`config.mk`:
```
export PLATFORM = sky130hd
export DESIGN_NAME = iomem_arbiter
export DESIGN_NICKNAME = d
export VERILOG_FILES = /design/src/rtl/iomem_arbiter.sv
export SDC_FILE = /design/constraint.sdc
export NUM_CORES = 1
export LEC_CHECK = 0
export ABC_AREA = 1
export BUFFER_PORTS_ARGS = -buffer_cell sky130_fd_sc_hd__buf_2
export CAP_MARGIN = 20
export CORE_ASPECT_RATIO = 0.6
export CORE_MARGIN = 2
export CORE_UTILIZATION = 30
export DETAILED_ROUTE_END_ITERATION = 8
export GPL_ROUTABILITY_DRIVEN = 0
export PLACE_DENSITY = 0.63
export SYNTH_ARGS = -nofsm -noshare
export SYNTH_HDL_FRONTEND = slang
export SYNTH_SLANG_ARGS = --single-unit
export TNS_END_PERCENT = 30
```
`constraint.sdc`:
```
create_clock -name clk -period 1.9 [get_ports clk]
set_input_delay 0.19 -clock clk [delete_from_list [all_inputs] [get_ports clk]]
set_output_delay 0.19 -clock clk [all_outputs]
set_load 0.05 [all_outputs]
```
`src/rtl/iomem_arbiter.sv`:
```
// iomem_arbiter: shares one iomem bus between two requesters, one transfer
// at a time. Round-robin grant when both request together; BUSY watchdog
// aborts a stalled transfer with all-ones read data and a timeout pulse.
//
// state  | meaning
// -------+-------------------------------------------------------------
// IDLE   | no transfer; sample m0_valid/m1_valid and latch a grant
// BUSY   | iomem_valid driven with latched command; wait ready/watchdog
// RESP   | one-cycle ready pulse to granted requester; back to IDLE
module iomem_arbiter #(
    parameter int TIMEOUT_CYCLES = 255
) (
    input  logic        clk,
    input  logic        reset,

    input  logic        m0_valid,
    input  logic [3:0]  m0_wstrb,
    input  logic [31:0] m0_addr,
    input  logic [31:0] m0_wdata,
    output logic        m0_ready,
    output logic [31:0] m0_rdata,

    input  logic        m1_valid,
    input  logic [3:0]  m1_wstrb,
    input  logic [31:0] m1_addr,
    input  logic [31:0] m1_wdata,
    output logic        m1_ready,
    output logic [31:0] m1_rdata,

    output logic        iomem_valid,
    input  logic        iomem_ready,
    output logic [3:0]  iomem_wstrb,
    output logic [31:0] iomem_addr,
    output logic [31:0] iomem_wdata,
    input  logic [31:0] iomem_rdata,

    output logic        timeout
);

    localparam logic [1:0] S_IDLE = 2'd0;
    localparam logic [1:0] S_BUSY = 2'd1;
    localparam logic [1:0] S_RESP = 2'd2;

    // BUSY cycle index at which the watchdog gives up (counter starts at 0).
    localparam logic [15:0] CNT_LAST = 16'(TIMEOUT_CYCLES - 1);

    localparam logic [31:0] ABORT_DATA = 32'hFFFF_FFFF;

    logic [1:0]  state;
    logic [15:0] cnt;
    logic        grant;       // 1 = m1 owns the current transfer
    logic        last_grant;  // 1 = m1 was served last
    logic        pick1;

    // Grant m1 when it is the only requester, or when both request and m0
    // was the one served last.
    always_comb begin
        pick1 = m1_valid && (!m0_valid || !last_grant);
    end

    // Arbitration FSM with registered bus command, responses and watchdog.
    always_ff @(posedge clk) begin
        if (reset) begin
            state       <= S_IDLE;
            cnt         <= 16'd0;
            grant       <= 1'b0;
            last_grant  <= 1'b1;
            iomem_valid <= 1'b0;
            iomem_wstrb <= 4'd0;
            iomem_addr  <= 32'd0;
            iomem_wdata <= 32'd0;
            m0_ready    <= 1'b0;
            m1_ready    <= 1'b0;
            m0_rdata    <= 32'd0;
            m1_rdata    <= 32'd0;
            timeout     <= 1'b0;
        end else begin
            m0_ready <= 1'b0;
            m1_ready <= 1'b0;
            timeout  <= 1'b0;
            case (state)
                S_IDLE: begin
                    if (m0_valid || m1_valid) begin
                        grant       <= pick1;
                        iomem_wstrb <= pick1 ? m1_wstrb : m0_wstrb;
                        iomem_addr  <= pick1 ? m1_addr  : m0_addr;
                        iomem_wdata <= pick1 ? m1_wdata : m0_wdata;
                        iomem_valid <= 1'b1;
                        cnt         <= 16'd0;
                        state       <= S_BUSY;
                    end
                end
                S_BUSY: begin
                    // A ready on the watchdog's last cycle still wins.
                    if (iomem_ready || (cnt == CNT_LAST)) begin
                        iomem_valid <= 1'b0;
                        last_grant  <= grant;
                        timeout     <= !iomem_ready;
                        state       <= S_RESP;
                        if (grant) begin
                            m1_ready <= 1'b1;
                            m1_rdata <= iomem_ready ? iomem_rdata : ABORT_DATA;
                        end else begin
                            m0_ready <= 1'b1;
                            m0_rdata <= iomem_ready ? iomem_rdata : ABORT_DATA;
                        end
                    end else begin
                        cnt <= cnt + 16'd1;
                    end
                end
                S_RESP: begin
                    // Requesters still holding valid here are not re-granted;
                    // they drop valid after seeing ready.
                    state <= S_IDLE;
                end
                default: begin
                    state <= S_IDLE;
                end
            endcase
        end
    end

endmodule

```
# After elaboration in Yosys (flattened, before gate mapping)
# Index checks and enable logic that the tools add are counted.
[op_classes]
reduce_logical = 17
n_mux = 15
bitwise = 3
addsub = 1
eq_ne = 5
[op_table]
columns = ["cell", "n"]
rows = [
  ["$mux W32", 3],
  ["$mux W16", 2],
  ["$pmux W16 S2", 1],
  ["$add A16 B1 Y16 const B", 1],
  ["$eq A16 B8 Y1 const B", 1],
  ["$reduce_and A3 Y1", 4],
  ["$ne A2 B2 Y1 const B", 3],
  ["$reduce_and A2 Y1", 3],
  ["$mux W1", 4],
  ["$mux W2", 2],
  ["$mux W4", 1],
  ["$pmux W2 S2", 1],
  ["$logic_not A1 Y1", 3],
  ["$logic_or A1 B1 Y1", 3],
  ["$not A1 Y1", 3],
  ["$reduce_or A3 Y1", 1],
  ["$eq A2 B1 Y1 const B", 1],
  ["$logic_not A2 Y1", 1],
  ["$pmux W1 S2", 1],
  ["$reduce_bool A2 Y1", 1],
  ["$logic_and A1 B1 Y1", 1],
]
[word_totals]
input_bits = 173
output_inout_bits = 136
reg_bits = 156
word_cells = 54

# Depth between registers and ports, before layout
[depth]
word_depth = 4
depth_mapped = 14
ltp_nobuf = 13

# Worst setup path before layout
# OpenSTA, ideal clock, no wires.
[synth_path]
kind = "reg-to-reg"
start = "register cnt[0]"
end = "register m1_rdata[10]"
n_path_buf = 1
arrival_ps = 1443
path_stages_with_launch = 15
path_slack_ps = 398
t_required_ps = 1842
synth_period_minus_slack_ps = 1502
setup_time_ps = 58
cell_sequence = "dfxtp_1 > inv_1 > ha_1 > nand2_1 > nor2_1 > nand2_1 > nand2_2 > nand2_4 > inv_2 > nand2_4 > nand2_1 > inv_2 > clkbuf_8 > nand2_1 > nand2_1"
[synth_via]
elab_chain_len = 3
[synth_rtl]
columns = ["element", "line_no", "rtl"]
rows = [
  ["start, declared", "50", "logic [15:0] cnt;"],
  ["start signal, assigned", "108", "cnt <= cnt + 16'd1;"],
  ["$eq A16 B8 Y1", "95", "if (iomem_ready || (cnt == CNT_LAST)) begin"],
  ["$logic_or A1 B1 Y1", "95", ""],
  ["$reduce_and A3 Y1 (no line)", "-", ""],
  ["end signal, assigned", "102", "m1_rdata <= iomem_ready ? iomem_rdata : ABORT_DATA;"],
  ["end, declared", "28", "output logic [31:0] m1_rdata,"],
]
# Every way passes these cells.
# A chain may end at the register's enable or synchronous reset.

# Worst setup path after layout
[layout_path]
start = "register cnt[0]"
end = "register m1_rdata[31]"
# Same word-level chain as after synthesis.

==> flow_summary_export.csv <==
group,metric,value,unit
run_status,status,"completed",
critical_path,r2r_cells,12,
synthesis,synth_area_leaders,"dfxtp_1 (48%), nand2_1 (19%), a31oi_1 (6.6%)",
critical_path,path_class,"reg2reg",
critical_path,required,2.26,ns
floorplanning,die_h,118,um
global_routing,grt_pass1_wl,33.6,mm
cts,cts_setup_buffers,0,
critical_path,crit_top_cell,"nand2_1",
timing,finalSetupViolCount,0,
global_routing,track_usage,0.182,
cts,cts-root-buf,"clkbuf_16",
power_and_ir_drop,ir_drop,0.610,mV
timing,period_share,0.919,
synthesis,netlist_area,6530,um^2
synthesis,synth_area_leader_cell,"dfxtp_1",
final_layout,syn_to_final_growth,35.9,%
critical_path,worstReg2RegEnd,"m1_rdata[31]",
cts,post_cts_resize_count,0,
power_and_ir_drop,power_density,1030,nW/um^2
cts,cts_inserted_buffers,17,
global_routing,antenna_found_initial,3,
run,cap_violations,0,
hold_path,hold_class,"in2reg",
cts,clk_path_buf_depth,2,
hold_path,holdPathEnd,"iomem_wdata[18]",
floorplanning,start_util,0.308,
drt,ant_nets,0,
synthesis,netlist_instances,907,
floorplanning,design.core.area,21200,um^2
critical_path,r2r_slack,0.15,ns
floorplanning,dieArea,23000,um^2
critical_path,crit_path_end_kind,"flop",
timing,fin_crit,1.75,ns
critical_path,start_kind,"flop",
drt,routed_via_density,4.63,
hold_path,hold_path_depth,3,
critical_path,r2r-start,"cnt[0]",
drt,routed-via-count,6875,
critical_path,cpPeakStageDelay,0.40,ns
power_and_ir_drop,p_total,9.16,mW
placement,port_buffers,308,
timing,tns,0,ns
drt,firstDrtPassIters,4,
global_routing,grt_max_degree,84,
global_routing,grt.overflow.total,0,
final_layout,layout_common_cells,"nand2_1 (331), buf_2 (308), dfxtp_1 (156), o21ai_0 (84), a31oi_1 (69)",
synthesis,yosys_register_bits,156,
floorplanning,die_x,195,um
critical_path,cp_cell_sequence,"inv_1 -> ha_1 -> nand2_1 -> nor2_1 -> nand2_1 -> nand2_2 -> nand2_4 -> inv_2 -> nand2_4 -> nor2_8 -> nand2_1 -> nand2_1",
timing,finClkSkew,0.00816,ns
cts,clkLatencyLatePin,0.42,ns
timing,rsz0062_at_grt,"yes",
drt,drt-initial-drc-count,353,
timing,relSlewSlack,0.669,
critical_path,crit_slowest_cell,"nor2_8",
hold_path,hp-start,"m1_wdata[18]",
cts,cts.clk_slew.worst_paths,0.07,ns
synthesis,ys_types,25,
critical_path,crit_path_max_fanout,33,
timing,tightest_slew,0.497,ns
cts,cts_sinks,156,
placement,dpl.hpwl,14.9,mm
drt,wl_per_cell,14.1,um
global_routing,grt_pass1_vias,6574,
critical_path,cp_data_arrival_time,2.11,ns
final_layout,drive_above_1_share,0.310,
timing,clock.fmax,573,MHz
drt,route.detailed.drc,0,
synthesis,yosys_warnings,0,
power_and_ir_drop,p_leak,4.41,nW
synthesis,synth_nets,1082,
cts,h-tree-depth,4,
timing,slew_viol_final,0,
critical_path,cp_num_cells,12,
final_layout,final_common_cell,"nand2_1",
cts,cts_tree,"built",
drt,wl,20.9,mm
synthesis,synthDominantCellAreaShare,0.478,
floorplanning,io_pins,309,
critical_path,cp_top_family,"simple AND/OR/NAND/NOR gates",
floorplanning,num_rows,41,
synthesis,synth_area_per_cell,7.20,um^2
critical_path,path_buf_inv,2,
timing,finalHoldViolCount,0,
cts,holdBufCountCts,0,
final_layout,final_nets,1366,
synthesis,yosysSeqAreaShare,0.478,
[layout make-up]
cell class | count | area [um^2]
antenna | 2 | 5.00
clock buffer | 23 | 468
clock inverter | 8 | 108
fill | 2192 | 12300
inverter | 59 | 221
multi-input combinational | 632 | 2860
sequential | 156 | 3120
tap | 279 | 349
timing repair buffer | 325 | 1740
[state kept, by name, indices dropped and copies added (netlist names), 2 cells and up]
register	flops
iomem_wdata	32
state	2
m0_rdata	32
m1_rdata	32
cnt	16
iomem_addr	32
iomem_wstrb	4
[per-layer routing]
metal | wire (um) | share of wire | track usage | vias up
met4 | 302 | 0.014 | 0.0577 | 2
met2 | 9090 | 0.43 | 0.282 | 242
met5 | 13 | 0.00062 | 0 | -
met3 | 1610 | 0.077 | 0.0562 | 20
met1 | 9890 | 0.47 | 0.240 | 3107
li1 | - | - | - | 3504
[worst min-delay path: stages]
cell and delay, ns:
buf_2 0.09, nand2_1 0.05, a31oi_1 0.07
[cells in the mapped netlist]
| cell type | number |
|---|---|
| dfxtp_1 | 156 |
| nor3_1 | 3 |
| a31oi_1 | 69 |
| inv_2 | 6 |
| clkbuf_1 | 30 |
| nand2_4 | 2 |
| buf_6 | 10 |
| clkinv_1 | 2 |
| clkbuf_8 | 2 |
| nor2_4 | 2 |
| nor2_1 | 59 |
| nand4_1 | 3 |
| a21oi_2 | 2 |
| o21ai_0 | 84 |
| a21oi_1 | 53 |
| buf_4 | 1 |
| xor2_1 | 2 |
| nor2_2 | 1 |
| nand2_1 | 331 |
| nand2_2 | 6 |
| nand3_1 | 12 |
| inv_1 | 51 |
| nor2_8 | 1 |
| ha_1 | 2 |
| buf_2 | 17 |
[cells by family (layout without fill, tap and decap cells)]
group / Yosys count / in the layout / share of synthesized area
xor gates and xnor gates: 2 / 2 / 0.00268
buffers and inverters: 119 / 415 / 0.0867
and+or+nand+nor: 420 / 420 / 0.255
other: 0 / 2 / 0
adders and majority gates: 2 / 2 / 0.00383
AOI/OAI and AO/OA: 208 / 208 / 0.174
DFF: 156 / 156 / 0.478
[how the worst max path moves through the flow]
stage,start,to,slack (ns)
floorplan,cnt[0],m1_rdata[10],0.40
global placement,cnt[0],m1_rdata[1],0.21
detailed placement,cnt[0],m1_rdata[13],0.15
CTS,cnt[0],m1_rdata[13],0.14
global route,cnt[0],m1_rdata[27],-0.006
finish,cnt[0],m1_rdata[31],0.15
[power breakdown]
group          switching [mW]  internal (mW)  total (mW)  leakage [nW]
Combinational            1.52          0.558        2.08          2.85
Sequential              0.140           3.53        3.67          1.28
Clock                    1.39           2.01        3.41         0.279
Total                    3.05           6.10        9.16          4.41
[per-stage QoR]
stage / util / hold slack [ns] / setup WS [ns] / area [um^2] / instances
6_report: 0.419 / 0.0274 / 0.155 / 8880 / 1484
5_1_grt: 0.419 / 0.00758 / -0.00635 / 8880 / 1484
4_1_cts: 0.419 / 0.000177 / 0.143 / 8870 / 1482
3_5_place_dp: 0.392 / 0.432 / 0.153 / 8300 / 1451
3_3_place_gp: 0.392 / 0.428 / 0.208 / 8300 / 1451
2_1_floorplan: - / 0.342 / 0.398 / 6530 / 907
No activity file was read; power rests on OpenSTA's default activity.
